### src/rtl/uart_tx.sv
// 8N1 serial transmitter (configurable stop bits) with a one-byte holding buffer
// so consecutive frames go out with no idle gap.
module uart_tx #(
  parameter int CYCLES_PER_BIT = 4,
  parameter int STOP_BITS      = 1
) (
  input  logic       clk_4x,
  input  logic       rst,
  input  logic [7:0] in_data,
  input  logic       in_valid,
  output logic       in_ready,
  output logic       out_serial,
  output logic       out_busy
);

  localparam int STOP_CYCLES = STOP_BITS * CYCLES_PER_BIT;
  localparam int CW          = $clog2(STOP_CYCLES);
  localparam logic [CW-1:0] BIT_LAST  = CW'(CYCLES_PER_BIT - 1);
  localparam logic [CW-1:0] STOP_LAST = CW'(STOP_CYCLES - 1);

  typedef enum logic [1:0] {IDLE, START, DATA, STOP} state_t;

  state_t      state, state_n;
  logic [CW-1:0] cnt, cnt_n;
  logic [2:0]  bit_idx, bit_idx_n;
  logic [7:0]  shift, shift_n;
  logic [7:0]  buf_data;
  logic        buf_full;
  logic        load;
  logic        serial_n;

  assign in_ready = !buf_full && !rst;
  assign out_busy = (state != IDLE) || buf_full;

  always_comb begin
    state_n   = state;
    cnt_n     = cnt;
    bit_idx_n = bit_idx;
    shift_n   = shift;
    load      = 1'b0;
    serial_n  = 1'b1;
    case (state)
      IDLE: begin
        if (buf_full) begin
          state_n = START;
          cnt_n   = BIT_LAST;
          shift_n = buf_data;
          load    = 1'b1;
        end
      end
      START: begin
        if (cnt == '0) begin
          state_n   = DATA;
          cnt_n     = BIT_LAST;
          bit_idx_n = 3'd0;
        end else begin
          cnt_n = cnt - CW'(1);
        end
      end
      DATA: begin
        if (cnt == '0) begin
          shift_n = shift >> 1;
          if (bit_idx == 3'd7) begin
            state_n = STOP;
            cnt_n   = STOP_LAST;
          end else begin
            cnt_n     = BIT_LAST;
            bit_idx_n = bit_idx + 3'd1;
          end
        end else begin
          cnt_n = cnt - CW'(1);
        end
      end
      STOP: begin
        // Chain straight into the buffered byte so frames stay contiguous.
        if (cnt == '0) begin
          if (buf_full) begin
            state_n = START;
            cnt_n   = BIT_LAST;
            shift_n = buf_data;
            load    = 1'b1;
          end else begin
            state_n = IDLE;
            cnt_n   = '0;
          end
        end else begin
          cnt_n = cnt - CW'(1);
        end
      end
      default: begin
        state_n = IDLE;
        cnt_n   = '0;
      end
    endcase

    // The line value is decided from the next state so out_serial can be a plain flop.
    case (state_n)
      START:   serial_n = 1'b0;
      DATA:    serial_n = shift_n[0];
      default: serial_n = 1'b1;
    endcase
  end

  always_ff @(posedge clk_4x) begin
    if (rst) begin
      state      <= IDLE;
      cnt        <= '0;
      bit_idx    <= 3'd0;
      shift      <= 8'd0;
      buf_data   <= 8'd0;
      buf_full   <= 1'b0;
      out_serial <= 1'b1;
    end else begin
      state      <= state_n;
      cnt        <= cnt_n;
      bit_idx    <= bit_idx_n;
      shift      <= shift_n;
      out_serial <= serial_n;
      if (load) begin
        buf_full <= 1'b0;
      end else if (in_valid && in_ready) begin
        buf_full <= 1'b1;
        buf_data <= in_data;
      end
    end
  end

endmodule

### config.mk
export PLATFORM = sky130hd
export DESIGN_NAME = uart_tx
export DESIGN_NICKNAME = d
export VERILOG_FILES = /design/src/rtl/uart_tx.sv
export SDC_FILE = /design/constraint.sdc
export NUM_CORES = 1
export LEC_CHECK = 0
export ABC_AREA = 1
export BUFFER_PORTS_ARGS = -buffer_cell sky130_fd_sc_hd__buf_4
export CORE_ASPECT_RATIO = 1.4
export CORE_MARGIN = 2
export CORE_UTILIZATION = 52
export DETAILED_ROUTE_END_ITERATION = 10
export PLACE_DENSITY = 0.74
export SETUP_SLACK_MARGIN = 0.05
export SYNTH_ARGS = -nofsm -noshare
export SYNTH_HDL_FRONTEND = slang
export SYNTH_SLANG_ARGS = --single-unit
### constraint.sdc
create_clock -name clk_4x -period 1.6 [get_ports clk_4x]
set_clock_uncertainty 0.15 [all_clocks]
set_input_delay 0 -clock clk_4x [delete_from_list [all_inputs] [get_ports clk_4x]]
set_output_delay 0 -clock clk_4x [all_outputs]
set_load 0.01 [all_outputs]
After elaboration in Yosys (flattened, before gate mapping)
Index checks and enable logic that the tools add are counted.
- bitwise operators: 1
- add/subtract/negate cells: 2
- equal/unequal tests: 11
- reduce and logical (&&, ||, !) cells: 15
- mux-type cells: 24
- operators by type and width (kind ; number):
    $mux 8 ; 3
    $pmux 8 s3 ; 1
    $mux 2 ; 9
    $ne 2x2->1 const B ; 5
    $mux 3 ; 3
    $pmux 2 s4 ; 1
    $eq 2x2->1 const B ; 3
    $pmux 2 s3 ; 1
    $pmux 3 s2 ; 1
    $eq 2x1->1 const B ; 2
    $logic_not 2->1 ; 2
    $pmux 1 s2 ; 2
    $reduce_and 4->1 ; 1
    $reduce_bool 2->1 ; 2
    $reduce_or 2->1 ; 2
    $add 3x1->3 const B ; 1
    $eq 3x3->1 const B ; 1
    $mux 1 ; 3
    $reduce_and 3->1 ; 1
    $reduce_bool 3->1 ; 1
    $logic_and 1x1->1 ; 2
    $logic_not 1->1 ; 2
    $reduce_and 2->1 ; 1
    $sub 2x1->2 const B ; 1
    2 further kinds ; 2
- bits of input ports: 11
- register bits after elaboration: 25

Longest topological paths before layout
Gate-level depths: netlist of the first run.
- depth in word-level cells: 6
- depth in mapped cells: 13
- gate-level depth less buffers: 12

Least setup slack after synthesis of the first run
Ideal clock, no wire load.
- path kind: register to register
- from: register state[0]
- to: register out_serial
- setup time: 0.109 ns
- data required time: 1.341 ns
- arrival time: 1.388 ns
- path buffers: 1
- slack: -0.046 ns
- stages on the path, launching flop included: 14
- period minus slack after synthesis: 1.646 ns
- path through: dfxtp_1 > inv_1 > ha_1 > buf_6 > inv_1 > nand2_1 > nor2_1 > nand2_1 > nand2_1 > nand2_1 > nor2_1 > nand2_1 > nand2_1 > inv_1
- cells in the longest elaborated chain, start to end: 5
- ends and longest elaborated chain (what ; RTL line ; RTL):
    start: declaration ; 23 ; state_t state, state_n;
    start signal: assignment ; 114 ; state <= state_n;
    $mux 2 ; 63 ; if (bit_idx == 3'd7) begin
    $mux 2 ; 61 ; if (cnt == '0) begin
    $pmux 2 s4 ; 42 ; case (state)
    $eq 2x2->1 / $eq 2x1->1 (equally long branches) ; 97 ; case (state_n)
    $pmux 1 s2 (*) ; 97 ;
    end signal: assignment ; 118 ; out_serial <= serial_n;
    end: declaration ; 12 ; output logic out_serial,
Every way passes the cells marked *; elsewhere a longest branch is shown, timed or not.
A chain may end at the register's enable or synchronous reset.

Final worst setup path of the first run
- from: register cnt[0]
- to: register out_serial
- cells in the longest elaborated chain, start to end: 5
- ends and longest elaborated chain (what ; RTL line ; RTL):
    start: declaration ; 24 ; logic [CW-1:0] cnt, cnt_n;
    start signal: assignment ; 115 ; cnt <= cnt_n;
    $logic_not 2->1 (*) ; 52, 61, 76 ;
    $mux 2, on equally long branches ; 76, 52, 61 ;
    $pmux 2 s4 ; 42 ;
    $eq 2x2->1 / $eq 2x1->1 (equally long branches) ; 97 ;
    $pmux 1 s2 (*) ; 97 ;
Every way passes the cells marked *; elsewhere a longest branch is shown, timed or not. The select of a mux whose other input is x is not followed.

==> flow_summary.ini, run 1 <==
[critical_path]
critPathLaunchType = flip-flop
crit_type = flip-flop to flip-flop
end_kind = flip-flop
crit_buf_inv = 3
crit_chain = inv_1 > ha_4 > inv_4 > nand2_1 > nand2_1 > nand2_1 > nand2_2 > nand3_2 > nor2_1 > nand2_1 > nand2_1 > inv_1
critPathTopFamily = simple AND/OR/NAND/NOR gates
worstPathMaxFanout = 7
worst_path_most_repeated_cell = nand2_1
ff2ff_path_depth = 12
slowest_delay_ns = 0.34
required_ns = 1.67
timing.rr.start = cnt[0]
r2r_slack_ns = 0.05
critPathSlowestCell = dfxtp_2
r2r-end = out_serial
critPathArrivalTime_ns = 1.62

[sta]
rsz0062_at_grt = true
hold_ws_ns = 0.323
setup_violations = 0
hold_violations = 0
tightest_slew_ns = 0.398
report.final.slew_viol_count = 0
worst_slack_ns = 0.0465
fin_crit_sh = 0.971
setup_tns_ns = 0
period_needed_ns = 1.55
max-slew-margin-rel = 0.734
fmax_ghz = 0.644

[floorplan]
die-area_mm2 = 0.00309
chipWidth_um = 47.6
core_mm2 = 0.00259
io_pins = 14
num_rows = 22
die_h_um = 65.0
start_util = 0.534

[pwr]
clkPwrFrac = 0.087
swShare = 0.430
p_sw_uw = 1310
powerDensity_mw_per_mm2 = 1630
pwr-share-seq = 0.293
power_uw = 3040
p_leak_uw = 0.000879
p_comb_frac = 0.620
peakVddDrop_v = 0.000991
internal-power_uw = 1730

[place]
gp_routability_congestion = 0.899
portBuffers = 13
pre_cts_ws_ns = -0.0859
dpl-instance-area_mm2 = 0.00162
dpl.hpwl_mm = 2.49

[cts]
cts_root_buf = clkbuf_4
cts.sinks = 25
clkTransAtPathRegs_ns = 0.12
cts_tree = yes
cts.htree.levels = 1
numCtsBuffers = 3
clk_path_buf_depth = 2
clk_latency_ns = 0.30

[route]
vias_per_cell = 5.15
wl_per_cell_um = 12.1
wl_mm = 3.41
remaining_drc_errors = 0
num_vias = 1446
ant_nets = 0
drtIter0Drc = 57
firstDrtPassIters = 4

[worst_hold_path]
hp-start = in_valid
hold_end = buf_full
whs_path_depth = 4
hp-class = input port to flip-flop

[flow_run]
cap_violations = 0

[global_routing]
grt_pass1_vias = 1456
grt_max_degree = 15
grt_busiest_layer = met2
grt_antenna_before_repair = 0
grt_pass1_wl_mm = 5.59
met3_usage = 0.0306
grt.overflow.total = 0
grt_usage = 0.244
met2_usage = 0.466
grt_use_met1 = 0.252

[run_status]
outcome = complete, no violations

[cells_and_area]
final_cell_area_mm2 = 0.00187
nNetsFinal = 266
area_growth_pct = 35.3
drive_gt1_frac = 0.269
n_antenna_cell = 0

[yosys]
synth.yosys.seq_area_share = 0.362
synth_fp_nets = 221
synth-seq-cells = 25
yosys_warnings = 0
synth_cells = 201
ys_types = 24
synth_area_per_cell_um2 = 6.88
syn_area_mm2 = 0.00138
layer usage:
layer	wire length [um]	up-vias
met5	0	-
met4	63	0
met2	1950	30
met3	65	8
met1	1340	676
li1	-	732
worst max path at each step:
stage	startpoint	endpoint	slack, ns	cells past startpoint
floorplan	state[0]	out_serial	0.05	13
global placement	state[1]	out_serial	-0.08	10
detailed placement	state[1]	out_serial	-0.09	12
CTS	state[1]	out_serial	0.05	12
global route	state[0]	out_serial	-0.05	12
finish	cnt[0]	out_serial	0.05	12
cells in the mapped netlist, drive strengths merged:
cell type | count | area, um^2
o22ai | 3 | 18.8
a21oi | 13 | 65.1
o211a | 1 | 10.0
a211oi | 1 | 7.51
o211ai | 2 | 15.0
a22oi | 1 | 7.51
nand3 | 9 | 45.0
inv | 27 | 104
clkinv | 1 | 3.75
o21ai | 23 | 123
ha | 9 | 113
nand2 | 51 | 194
buf | 4 | 41.3
clkbuf | 2 | 7.51
o21bai | 3 | 22.5
dfxtp | 25 | 500
nor2 | 26 | 105
registers in the layout, indices dropped and copies added, names as in the netlist:
| signal | count |
|---|---|
| bit_idx | 3 |
| buf_data | 8 |
| buf_full | 1 |
| cnt | 2 |
| out_serial | 1 |
| shift | 8 |
| state | 2 |
tightest hold or removal path, cell delays in order:
cell and delay, ns:
dlygate4sd3_1 0.53, buf_4 0.11, o211ai_1 0.07, inv_1 0.05
what timing repair did:
item / 4_1_cts / 5_1_grt
gates resized for setup: 14 / 13
endpoints found under the setup margin: 14 / 15
pin swaps: 1 / 1
hold buffers: 10 / 0
hold endpoints to repair: 20 / 0
setup buffers: 1 / 4
cell type report:
| class | count | area, um^2 |
|---|---|---|
| Tap cell | 36 | 45.0 |
| Fill cell | 216 | 717 |
| Multi-Input combinational cell | 142 | 797 |
| Timing Repair Buffer | 46 | 370 |
| Sequential cell | 25 | 512 |
| Clock buffer | 4 | 26.3 |
| Inverter | 28 | 120 |
logic make-up (layout without fill, tap and decap cells):
logic type      after synthesis  after routing  share of synthesized area
compound gates               47             47                      0.195
fa+ha+maj                     9              9                     0.0814
buf+inv                      34             78                      0.113
flops                        25             25                      0.362
simple gates                 86             86                      0.249
per-stage QoR:
stage,std cells,util
2_1_floorplan,201,-
3_3_place_gp,262,0.625
3_5_place_dp,262,0.625
4_1_cts,277,0.701
5_1_grt,281,0.723
6_report,281,0.723
power by group through the flow:
stage	Sequential (uW)	Combinational (uW)	Clock [uW]
2_1_floorplan	855	1020	0
3_3_place_gp	868	1490	0
3_5_place_dp	876	1530	0
4_1_cts	881	1680	280
5_1_grt	908	2060	302
6_report	892	1880	264
layout by cell type (no fill, tap or decap), drive strengths merged:
| master | Yosys | final |
|---|---|---|
| nand3 | 9 | 9 |
| a21oi | 13 | 13 |
| ha | 9 | 9 |
| clkbuf | 2 | 4 |
| a211oi | 1 | 1 |
| nor2 | 26 | 26 |
| clkinv | 1 | 1 |
| inv | 27 | 27 |
| buf | 4 | 36 |
| dlygate4sd3 | 0 | 10 |
| o211a | 1 | 1 |
| o22ai | 3 | 3 |
| o21bai | 3 | 3 |
| o211ai | 2 | 2 |
| a22oi | 1 | 1 |
| nand2 | 51 | 51 |
| o21ai | 23 | 23 |
| dfxtp | 25 | 25 |
No activity file was read; power rests on OpenSTA's default activity.
==> inputs of run 2 (changes only) <==
Clock period 1.6 ns to 1.4 ns, I/O delays scaled along.
==> run 2 against run 1 <==
  * The run now ends with setup timing left
  * Sequential share of layout area is 3.4 points lower
  * Combinational power is 60% higher
  * Final cell count is 3.2% higher
  * Routed wire length is 45% higher
  * Non-clock buffer count is 8 higher
  * Via count is 15% higher
  * Maximum frequency is 4.2% lower
  * Clock power is 39% higher
  * First-iteration DRC count is 44% higher
  * Count of clock-buffer cells in the layout stayed put
  * Final area is 14% higher
  * Largest cell class unchanged
==> flow_summary.ini, run 2 (synthesized netlist as in run 1, its figures left out) <==
[run_status]
outcome = finished, violations left
violations = setup timing

[cells_and_area]
stdcell_count = 290
drive_gt1_frac = 0.429
nNetsFinal = 275
layout_commonest_cell = nand2_1
n_antenna_cell = 0
final_cell_area_mm2 = 0.00214
final_cell_mix = nand2_1, buf_4, nor2_1
area_growth_pct = 54.6
fill_cells = 161
reg_top3 = buf_data x8, shift x8, bit_idx x3

[route]
dr_wl_met3_um = 311
wirelength_met1_mm = 1.76
ant_nets = 0
drtIter0Drc = 82
vias_per_cell = 5.72
firstDrtPassIters = 5
wl_per_cell_um = 17.1
wl_mm = 4.95
dr_wl_met2_mm = 2.60
top_layer = met4
num_vias = 1660
remaining_drc_errors = 0

[critical_path]
ff2ff_path_depth = 7
required_ns = 1.51
critPathSlowestCell = dfxtp_4
slowest_delay_ns = 0.42
worstPathMaxFanout = 4
critPathLaunchType = flip-flop
crit_type = flip-flop to flip-flop
crit_chain = buf_6 > ha_4 > nand2_2 > nand2_4 > buf_6 > o211ai_1 > a211oi_2
critPathArrivalTime_ns = 1.73
worst_path_most_repeated_cell = buf_6
end_kind = flip-flop

[worst_hold_path]
hp-class = input port to flip-flop
whs_path_depth = 4

[flow_run]
cap_violations = 0

[floorplan]
core_mm2 = 0.00259
die-area_mm2 = 0.00309
num_rows = 22
start_util = 0.534
io_pins = 14
chipWidth_um = 47.6
die_h_um = 65.0

[place]
dpl-instance-area_mm2 = 0.00169
dpl.hpwl_mm = 2.59
portBuffers = 13
place_inst = 268
gp_routability_congestion = 0.840

[sta]
fin_crit_sh = 1.16
worst_slack_ns = -0.222
report.final.slew_viol_count = 0
tightest_slew_ns = 0.306
rsz0062_at_grt = true
setup_tns_ns = -2.15
fmax_ghz = 0.617
setup_violations = 17
hold_violations = 0
period_needed_ns = 1.62
max-slew-margin-rel = 0.794

[global_routing]
grt_antenna_before_repair = 0
grt_max_degree = 14
grt_pass1_wl_mm = 6.30
grt_usage = 0.282
grt.overflow.total = 0
grt_pass1_vias = 1537

[cts]
cts_root_buf = clkbuf_4
clkTransAtPathRegs_ns = 0.16
cts_tree = yes
cts.sinks = 25
cts.htree.levels = 1
numCtsBuffers = 3
clk_latency_ns = 0.35
clk_path_buf_depth = 2

[pwr]
peakVddDrop_v = 0.00137
powerDensity_mw_per_mm2 = 2070
p_leak_uw = 0.000960
power_uw = 4420
## run 2: cell type report
cell class,instances,area [um^2],share of cell area
Timing Repair Buffer,54,473,0.221
Tap cell,36,45.0,0.0211
Clock buffer,4,26.3,0.0123
Inverter,28,130,0.0609
Multi-Input combinational cell,143,951,0.445
Sequential cell,25,512,0.239
## run 2: critical path: cells and delay by family, from the launching register on
| family | cells | cell delay, ns |
|---|---|---|
| buffers and inverters | 2 | 0.22 |
| AOI/OAI and AO/OA | 2 | 0.38 |
| and+or+nand+nor | 2 | 0.20 |
| DFF | 1 | 0.42 |
| adders and majority gates | 1 | 0.18 |
## run 2: stage by stage
step	worst slack (ns)	hold WS, ns	util
finish	-0.222	0.288	0.826
global route	-0.300	0.326	0.826
CTS	-0.129	0.300	0.747
detailed placement	-0.170	0.0875	0.654
global placement	-0.0995	0.0781	0.654
floorplan	-0.0682	-0.0999	-
## run 2: repair_timing
action | 4_1_cts | 5_1_grt
gates cloned | 0 | 1
pin swaps | 7 | 18
endpoints found under the setup margin | 26 | 26
hold buffers | 10 | 0
hold endpoints to repair | 21 | 0
resized for setup | 24 | 51
buffers inserted | 4 | 3
## run 2: metal layers
layer | vias to the layer above | track usage
met5 | - | 0
met4 | 0 | 0.135
met3 | 28 | 0.0223
met2 | 104 | 0.522
met1 | 767 | 0.295
li1 | 761 | -
## run 2: power breakdown
part | switching [uW] | total [uW] | leakage (uW) | internal, uW
registers | 161 | 1050 | 0.000207 | 885
clock network | 254 | 367 | 0.0000150 | 113
logic | 1610 | 3010 | 0.000738 | 1400
total | 2030 | 4420 | 0.000960 | 2390
## run 2: final timing paths
kind / from / endpoint / slack, ns
max: state[1] / shift[7] / -0.22
min: in_data[6] / buf_data[6] / 0.29
max reg2reg: state[1] / shift[7] / -0.22
min reg2reg: shift[2] / shift[2] / 0.33
